$ cat src/rtl/decode_issue_stage.sv
`default_nettype none
// ============================================================================
// Module      : decode_issue_stage
// Description : RV32 decode/issue stage with an internal register file, a
//               per-register busy scoreboard for RAW/WAW stalls, optional
//               write-back bypass, and a one-entry registered output.
// Revision    : 1.0 - initial release
// ============================================================================
module decode_issue_stage #(
    parameter int NUM_REGS = 32,
    parameter bit BYPASS   = 1'b1
) (
    input  logic                clk,
    input  logic                reset,
    input  logic                in_valid,
    output logic                in_ready,
    input  logic [31:0]         in_instr,
    input  logic [31:0]         in_pc,
    input  logic                flush,
    input  logic                wb_en,
    input  logic [4:0]          wb_id,
    input  logic [31:0]         wb_data,
    output logic                out_valid,
    input  logic                out_ready,
    output logic [31:0]         out_instr,
    output logic [31:0]         out_pc,
    output logic [31:0]         out_rs1_data,
    output logic [31:0]         out_rs2_data,
    output logic [31:0]         out_imm,
    output logic [4:0]          out_rd,
    output logic                out_rd_we,
    output logic                out_illegal,
    output logic [NUM_REGS-1:0] busy_vec
);

    localparam logic [5:0] c_NREGS     = 6'(NUM_REGS);
    localparam logic [6:0] c_OP_REG    = 7'b0110011;
    localparam logic [6:0] c_OP_IMM    = 7'b0010011;
    localparam logic [6:0] c_OP_LOAD   = 7'b0000011;
    localparam logic [6:0] c_OP_JALR   = 7'b1100111;
    localparam logic [6:0] c_OP_LUI    = 7'b0110111;
    localparam logic [6:0] c_OP_AUIPC  = 7'b0010111;
    localparam logic [6:0] c_OP_JAL    = 7'b1101111;
    localparam logic [6:0] c_OP_STORE  = 7'b0100011;
    localparam logic [6:0] c_OP_BRANCH = 7'b1100011;

    logic [31:0]         r_rf [1:NUM_REGS-1];
    logic [NUM_REGS-1:0] r_busy;
    logic                r_out_valid;
    logic [31:0]         r_out_instr, r_out_pc, r_out_rs1, r_out_rs2, r_out_imm;
    logic [4:0]          r_out_rd;
    logic                r_out_rd_we, r_out_illegal;

    logic [6:0]  w_op;
    logic [4:0]  w_rd, w_rs1, w_rs2;
    logic [31:0] w_imm_i, w_imm_s, w_imm_b, w_imm_u, w_imm_j, w_imm;
    logic        w_known, w_writes, w_use1, w_use2;
    logic        w_illegal, w_rd_we, w_wb_ok, w_bypass_hit;
    logic        w_rs1_busy, w_rs2_busy, w_rd_busy, w_hazard;
    logic        w_in_ready, w_accept;
    logic [31:0] w_rs1_data, w_rs2_data;
    logic [NUM_REGS-1:0] w_busy_nxt;

    assign w_op    = in_instr[6:0];
    assign w_rd    = in_instr[11:7];
    assign w_rs1   = in_instr[19:15];
    assign w_rs2   = in_instr[24:20];
    assign w_imm_i = {{20{in_instr[31]}}, in_instr[31:20]};
    assign w_imm_s = {{20{in_instr[31]}}, in_instr[31:25], in_instr[11:7]};
    assign w_imm_b = {{19{in_instr[31]}}, in_instr[31], in_instr[7],
                      in_instr[30:25], in_instr[11:8], 1'b0};
    assign w_imm_u = {in_instr[31:12], 12'h000};
    assign w_imm_j = {{11{in_instr[31]}}, in_instr[31], in_instr[19:12],
                      in_instr[20], in_instr[30:21], 1'b0};

    // Opcode class decode: which register fields are used and immediate format
    always_comb begin
        w_known  = 1'b1;
        w_writes = 1'b0;
        w_use1   = 1'b0;
        w_use2   = 1'b0;
        w_imm    = '0;
        case (w_op)
            c_OP_REG: begin
                w_writes = 1'b1; w_use1 = 1'b1; w_use2 = 1'b1;
            end
            c_OP_IMM, c_OP_LOAD, c_OP_JALR: begin
                w_writes = 1'b1; w_use1 = 1'b1; w_imm = w_imm_i;
            end
            c_OP_LUI, c_OP_AUIPC: begin
                w_writes = 1'b1; w_imm = w_imm_u;
            end
            c_OP_JAL: begin
                w_writes = 1'b1; w_imm = w_imm_j;
            end
            c_OP_STORE: begin
                w_use1 = 1'b1; w_use2 = 1'b1; w_imm = w_imm_s;
            end
            c_OP_BRANCH: begin
                w_use1 = 1'b1; w_use2 = 1'b1; w_imm = w_imm_b;
            end
            default: w_known = 1'b0;
        endcase
    end

    assign w_illegal = !w_known
                     || (w_use1   && ({1'b0, w_rs1} >= c_NREGS))
                     || (w_use2   && ({1'b0, w_rs2} >= c_NREGS))
                     || (w_writes && ({1'b0, w_rd}  >= c_NREGS));
    assign w_rd_we      = w_writes && (w_rd != 5'd0) && !w_illegal;
    assign w_wb_ok      = wb_en && (wb_id != 5'd0) && ({1'b0, wb_id} < c_NREGS);
    assign w_bypass_hit = BYPASS && w_wb_ok;

    // Register reads and busy lookups; x0 and out-of-range indices read as 0/not busy
    always_comb begin
        w_rs1_data = '0;
        w_rs2_data = '0;
        w_rs1_busy = 1'b0;
        w_rs2_busy = 1'b0;
        w_rd_busy  = 1'b0;
        for (int i = 1; i < NUM_REGS; i++) begin
            if (w_rs1 == 5'(i)) begin
                w_rs1_data = (w_bypass_hit && (wb_id == w_rs1)) ? wb_data : r_rf[i];
                w_rs1_busy = r_busy[i] && !(w_bypass_hit && (wb_id == w_rs1));
            end
            if (w_rs2 == 5'(i)) begin
                w_rs2_data = (w_bypass_hit && (wb_id == w_rs2)) ? wb_data : r_rf[i];
                w_rs2_busy = r_busy[i] && !(w_bypass_hit && (wb_id == w_rs2));
            end
            if (w_rd == 5'(i)) begin
                w_rd_busy  = r_busy[i] && !(w_bypass_hit && (wb_id == w_rd));
            end
        end
    end

    // Illegal entries bypass the scoreboard entirely
    assign w_hazard   = !w_illegal && ((w_use1 && w_rs1_busy) || (w_use2 && w_rs2_busy)
                                       || (w_rd_we && w_rd_busy));
    assign w_in_ready = (!r_out_valid || out_ready) && !w_hazard && !flush;
    assign w_accept   = in_valid && w_in_ready;

    // Scoreboard next state: write-back and flush clear first, a new issue sets last
    always_comb begin
        w_busy_nxt = r_busy;
        for (int i = 1; i < NUM_REGS; i++) begin
            if (w_wb_ok && (wb_id == 5'(i))) begin
                w_busy_nxt[i] = 1'b0;
            end
            if (flush && r_out_valid && r_out_rd_we && (r_out_rd == 5'(i))) begin
                w_busy_nxt[i] = 1'b0;
            end
            if (w_accept && w_rd_we && (w_rd == 5'(i))) begin
                w_busy_nxt[i] = 1'b1;
            end
        end
    end

    // Register file write port and scoreboard state
    always_ff @(posedge clk or posedge reset) begin
        if (reset) begin
            for (int i = 1; i < NUM_REGS; i++) begin
                r_rf[i] <= '0;
            end
            r_busy <= '0;
        end else begin
            for (int i = 1; i < NUM_REGS; i++) begin
                if (w_wb_ok && (wb_id == 5'(i))) begin
                    r_rf[i] <= wb_data;
                end
            end
            r_busy <= w_busy_nxt;
        end
    end

    // One-entry output register: flush kills, accept replaces, consume drains
    always_ff @(posedge clk or posedge reset) begin
        if (reset) begin
            r_out_valid   <= 1'b0;
            r_out_instr   <= '0;
            r_out_pc      <= '0;
            r_out_rs1     <= '0;
            r_out_rs2     <= '0;
            r_out_imm     <= '0;
            r_out_rd      <= '0;
            r_out_rd_we   <= 1'b0;
            r_out_illegal <= 1'b0;
        end else if (flush) begin
            r_out_valid   <= 1'b0;
        end else if (w_accept) begin
            r_out_valid   <= 1'b1;
            r_out_instr   <= in_instr;
            r_out_pc      <= in_pc;
            r_out_rs1     <= w_rs1_data;
            r_out_rs2     <= w_rs2_data;
            r_out_imm     <= w_imm;
            r_out_rd      <= w_rd;
            r_out_rd_we   <= w_rd_we;
            r_out_illegal <= w_illegal;
        end else if (out_ready) begin
            r_out_valid   <= 1'b0;
        end
    end

    assign in_ready     = w_in_ready;
    assign out_valid    = r_out_valid;
    assign out_instr    = r_out_instr;
    assign out_pc       = r_out_pc;
    assign out_rs1_data = r_out_rs1;
    assign out_rs2_data = r_out_rs2;
    assign out_imm      = r_out_imm;
    assign out_rd       = r_out_rd;
    assign out_rd_we    = r_out_rd_we;
    assign out_illegal  = r_out_illegal;
    assign busy_vec     = r_busy;

endmodule
`default_nettype wire

$ cat config.mk
export PLATFORM = sky130hd
export DESIGN_NAME = decode_issue_stage
export DESIGN_NICKNAME = d
export VERILOG_FILES = /design/src/rtl/decode_issue_stage.sv
export SDC_FILE = /design/constraint.sdc
export NUM_CORES = 2
export LEC_CHECK = 0
export ABC_AREA = 1
export ABC_CLOCK_PERIOD_IN_PS = 84000
export CAP_MARGIN = 20
export CORE_MARGIN = 3
export CORE_UTILIZATION = 40
export CTS_CLUSTER_DIAMETER = 80
export DETAILED_ROUTE_END_ITERATION = 16
export SYNTH_ARGS = -nofsm -noshare
export SYNTH_HDL_FRONTEND = slang
export SYNTH_SLANG_ARGS = --single-unit
export TNS_END_PERCENT = 20
$ cat constraint.sdc
create_clock -name clk -period 84 [get_ports clk]
set_clock_uncertainty 0.2 [all_clocks]
set_input_delay 8.4 -clock clk [delete_from_list [all_inputs] [get_ports clk]]
set_output_delay 8.4 -clock clk [all_outputs]
set_load 0.05 [all_outputs]
==> results.cfg <==
[finish]
nets = 11100
drive_above_1_share = 0.0566
final_cell_mix = nand2_1 (3991), o21ai_0 (2051), dfrtp_1 (1186), inv_1 (828), nand3_1 (521)
syn2layout_area_growth_pct = 12.4
final_common_cell = nand2_1

[clocking]
cts_tree = yes
cts_made_buffers = 147
post-cts-setup-buffer-count = 0
hold_buffers = 0
cts-root-buf = clkbuf_16
clkTransAtPathRegs_ns = 0.06
clockBufferDepth = 3
cts.sinks = 1186
cts.repair.resized = 0
h-tree-depth = 4
clock_latency_ns = 0.85

[route]
wl_um = 381000
antenna_left = 0
viasPerCell = 6.07
vias = 82700
drt-initial-drc-count = 12300
wl_per_cell_um = 28.0
first_pass_iters = 8
drc_errors = 0

[setup_path]
worst_setup_path_end_kind = primary output
critPathRequiredTime_ns = 75.40
reg2reg_depth = 29
cp_max_fo = 119
startpoint = wb_id[2]
path_class = input port to primary output
cp.arrival_ns = 15.10
reg2reg_from = busy_vec[7]
startpoint_type = input port

[synth]
yosysWarnings = 0
synth_cell_types = 35
synth_area_sq_um = 74700
synth_nets = 11500
ys_ff_latch = 1186
synthCells = 11400
ys_seq_area_frac = 0.397
syn_area_per_cell_sq_um = 6.58

[global_routing]
grt_pass1_wl_um = 547000
antenna_found_initial = 16
gr-total-overflow = 0
track_usage = 0.386
grt_max_degree = 189
grt_pass1_vias = 76800

[pwr]
clock_power_share = 0.349
power_mw = 1.90
pwr-share-seq = 0.399
p_sw_uw = 685
p_leak_nw = 39.3
combPwrFrac = 0.252
power_density_nw_per_um2 = 22.6
swShare = 0.361
internal_power_mw = 1.21
vdd_drop_max_uv = 18.1

[timing]
report.final.hold_viol_count = 0
slew_headroom = 0.218
fin_setup_tns_ns = 0
finalWorstSetupSlack_ns = 60.30
finalCritPeriodShare = 0.282
fmaxAchievable_ghz = 0.0422
post-route-min-period_ns = 23.70
drv_slew = 0
rsz0062_at_grt = false
worst_pin_slew_ns = 1.17
setup_viol_count_final = 0

[flow_run]
maxCapViolCount = 0

[floorplan]
num_rows = 158
io_pins = 308
die_area_sq_um = 192000
start_util = 0.403
fp.dieW_um = 438
die_h_um = 438
coreArea_sq_um = 186000

[hold_path]
hold_path_depth = 2
hold_start = out_instr[28]
hp-class = flip-flop to flip-flop

[place]
gp_congestion = 0.963
pre_cts_slack_ns = 60.52
port_buffers = 306
dp_hpwl_um = 251000

[outcome]
status = complete, no violations
[metrics by stage]
step                cell area (sq um)  instances   util  hold WS (ns)
CTS                             84000      13600  0.453         0.272
floorplan                       74700      11400      -         0.253
global placement                79100      13400  0.426         0.252
global route                    84000      13600  0.453         0.288
finish                          84100      13600  0.453         0.270
detailed placement              79100      13400  0.426         0.258
[final timing paths]
kind	slack (ns)	to
setup / recovery	60.30	in_ready
hold / removal	0.27	out_instr[28]
setup reg to reg	78.66	out_instr[24]
hold reg to reg	0.27	out_instr[28]
max in group asynchronous	71.94	r_rf[257]
min in group asynchronous	7.87	r_rf[817]
[cell usage after synthesis (all sizes together)]
cell | instances | area share
o21ai | 2066 | 0.14
a21boi | 2 | 0.00020
xnor2 | 3 | 0.00035
inv | 881 | 0.044
nand2 | 4006 | 0.20
conb | 1 | 0.000050
nor2 | 356 | 0.019
nor4 | 3 | 0.00025
a211oi | 20 | 0.0020
o221ai | 1 | 0.00012
o2111ai | 4 | 0.00047
nand4 | 358 | 0.030
xor2 | 7 | 0.00082
clkinv | 9 | 0.00045
o22ai | 6 | 0.00050
a221oi | 56 | 0.0066
nand3 | 551 | 0.037
a21oi | 464 | 0.031
a31oi | 24 | 0.0020
o211ai | 283 | 0.028
dfrtp | 1186 | 0.40
clkbuf | 789 | 0.040
nor3 | 46 | 0.0033
buf | 242 | 0.017
[worst max-delay path, stage by stage]
cell	delay, ns
clkdlybuf4s50_1	0.95
xor2_1	0.21
nor2_4	0.48
nand3_4	0.53
inv_8	0.73
buf_4	0.66
nor3_2	0.06
buf_4	0.27
nand2_1	0.10
nand3_1	0.12
nand2_1	0.11
nand2_1	0.06
nand2_1	0.11
nand3_1	0.11
nand2_1	0.08
nand3_1	0.08
nand2_1	0.07
nand3_1	0.10
nand2_1	0.08
nand3_1	0.12
nand2_1	0.15
nand2_1	0.07
nand2_1	0.07
nand4_2	0.17
inv_2	0.14
clkdlybuf4s50_1	0.82
[registers in the layout (all words and copies together), names as in the netlist]
signal,cells
out_rs1_data,32
out_pc,32
out_imm,32
out_rd_we,1
out_rs2_data,32
r_rf,992
busy_vec,31
out_instr,32
out_illegal,1
out_valid,1
[power groups by stage]
| stage | sequential, mW | clock (mW) | combinational, mW |
|---|---|---|---|
| after floorplan | 0.792 | 0 | 0.263 |
| after global placement | 0.760 | 0 | 0.464 |
| after detailed placement | 0.762 | 0 | 0.468 |
| after CTS | 0.754 | 0.669 | 0.470 |
| after global routing | 0.768 | 0.693 | 0.529 |
| final | 0.757 | 0.661 | 0.478 |
[layout make-up]
type                            count  area (sq um)
Antenna cell                        7          17.5
Clock buffer                      205          4230
Timing Repair Buffer              540          4900
Tap cell                         2480          3100
Clock inverter                     53           687
Inverter                          890          3360
Fill cell                       19300        102000
Sequential cell                  1186         29700
Multi-Input combinational cell   8257         38100
[kinds of logic after synthesis]
family	share of synthesized area
other	0.0000502
AND/OR/NAND/NOR	0.291
XOR/XNOR	0.00117
AO/OA/AOI/OAI	0.210
buffers and inverters	0.101
flip-flops	0.397
[metal layers]
metal / routed length (um) / vias to the layer above / share of wire / track usage
met5: 75 / - / 0.00020 / 0
met2: 160000 / 5472 / 0.42 / 0.566
met3: 44100 / 1276 / 0.12 / 0.102
met4: 26400 / 12 / 0.069 / 0.233
li1: - / 36500 / - / -
met1: 150000 / 39400 / 0.39 / 0.508
No activity file was read; power rests on OpenSTA's default activity.
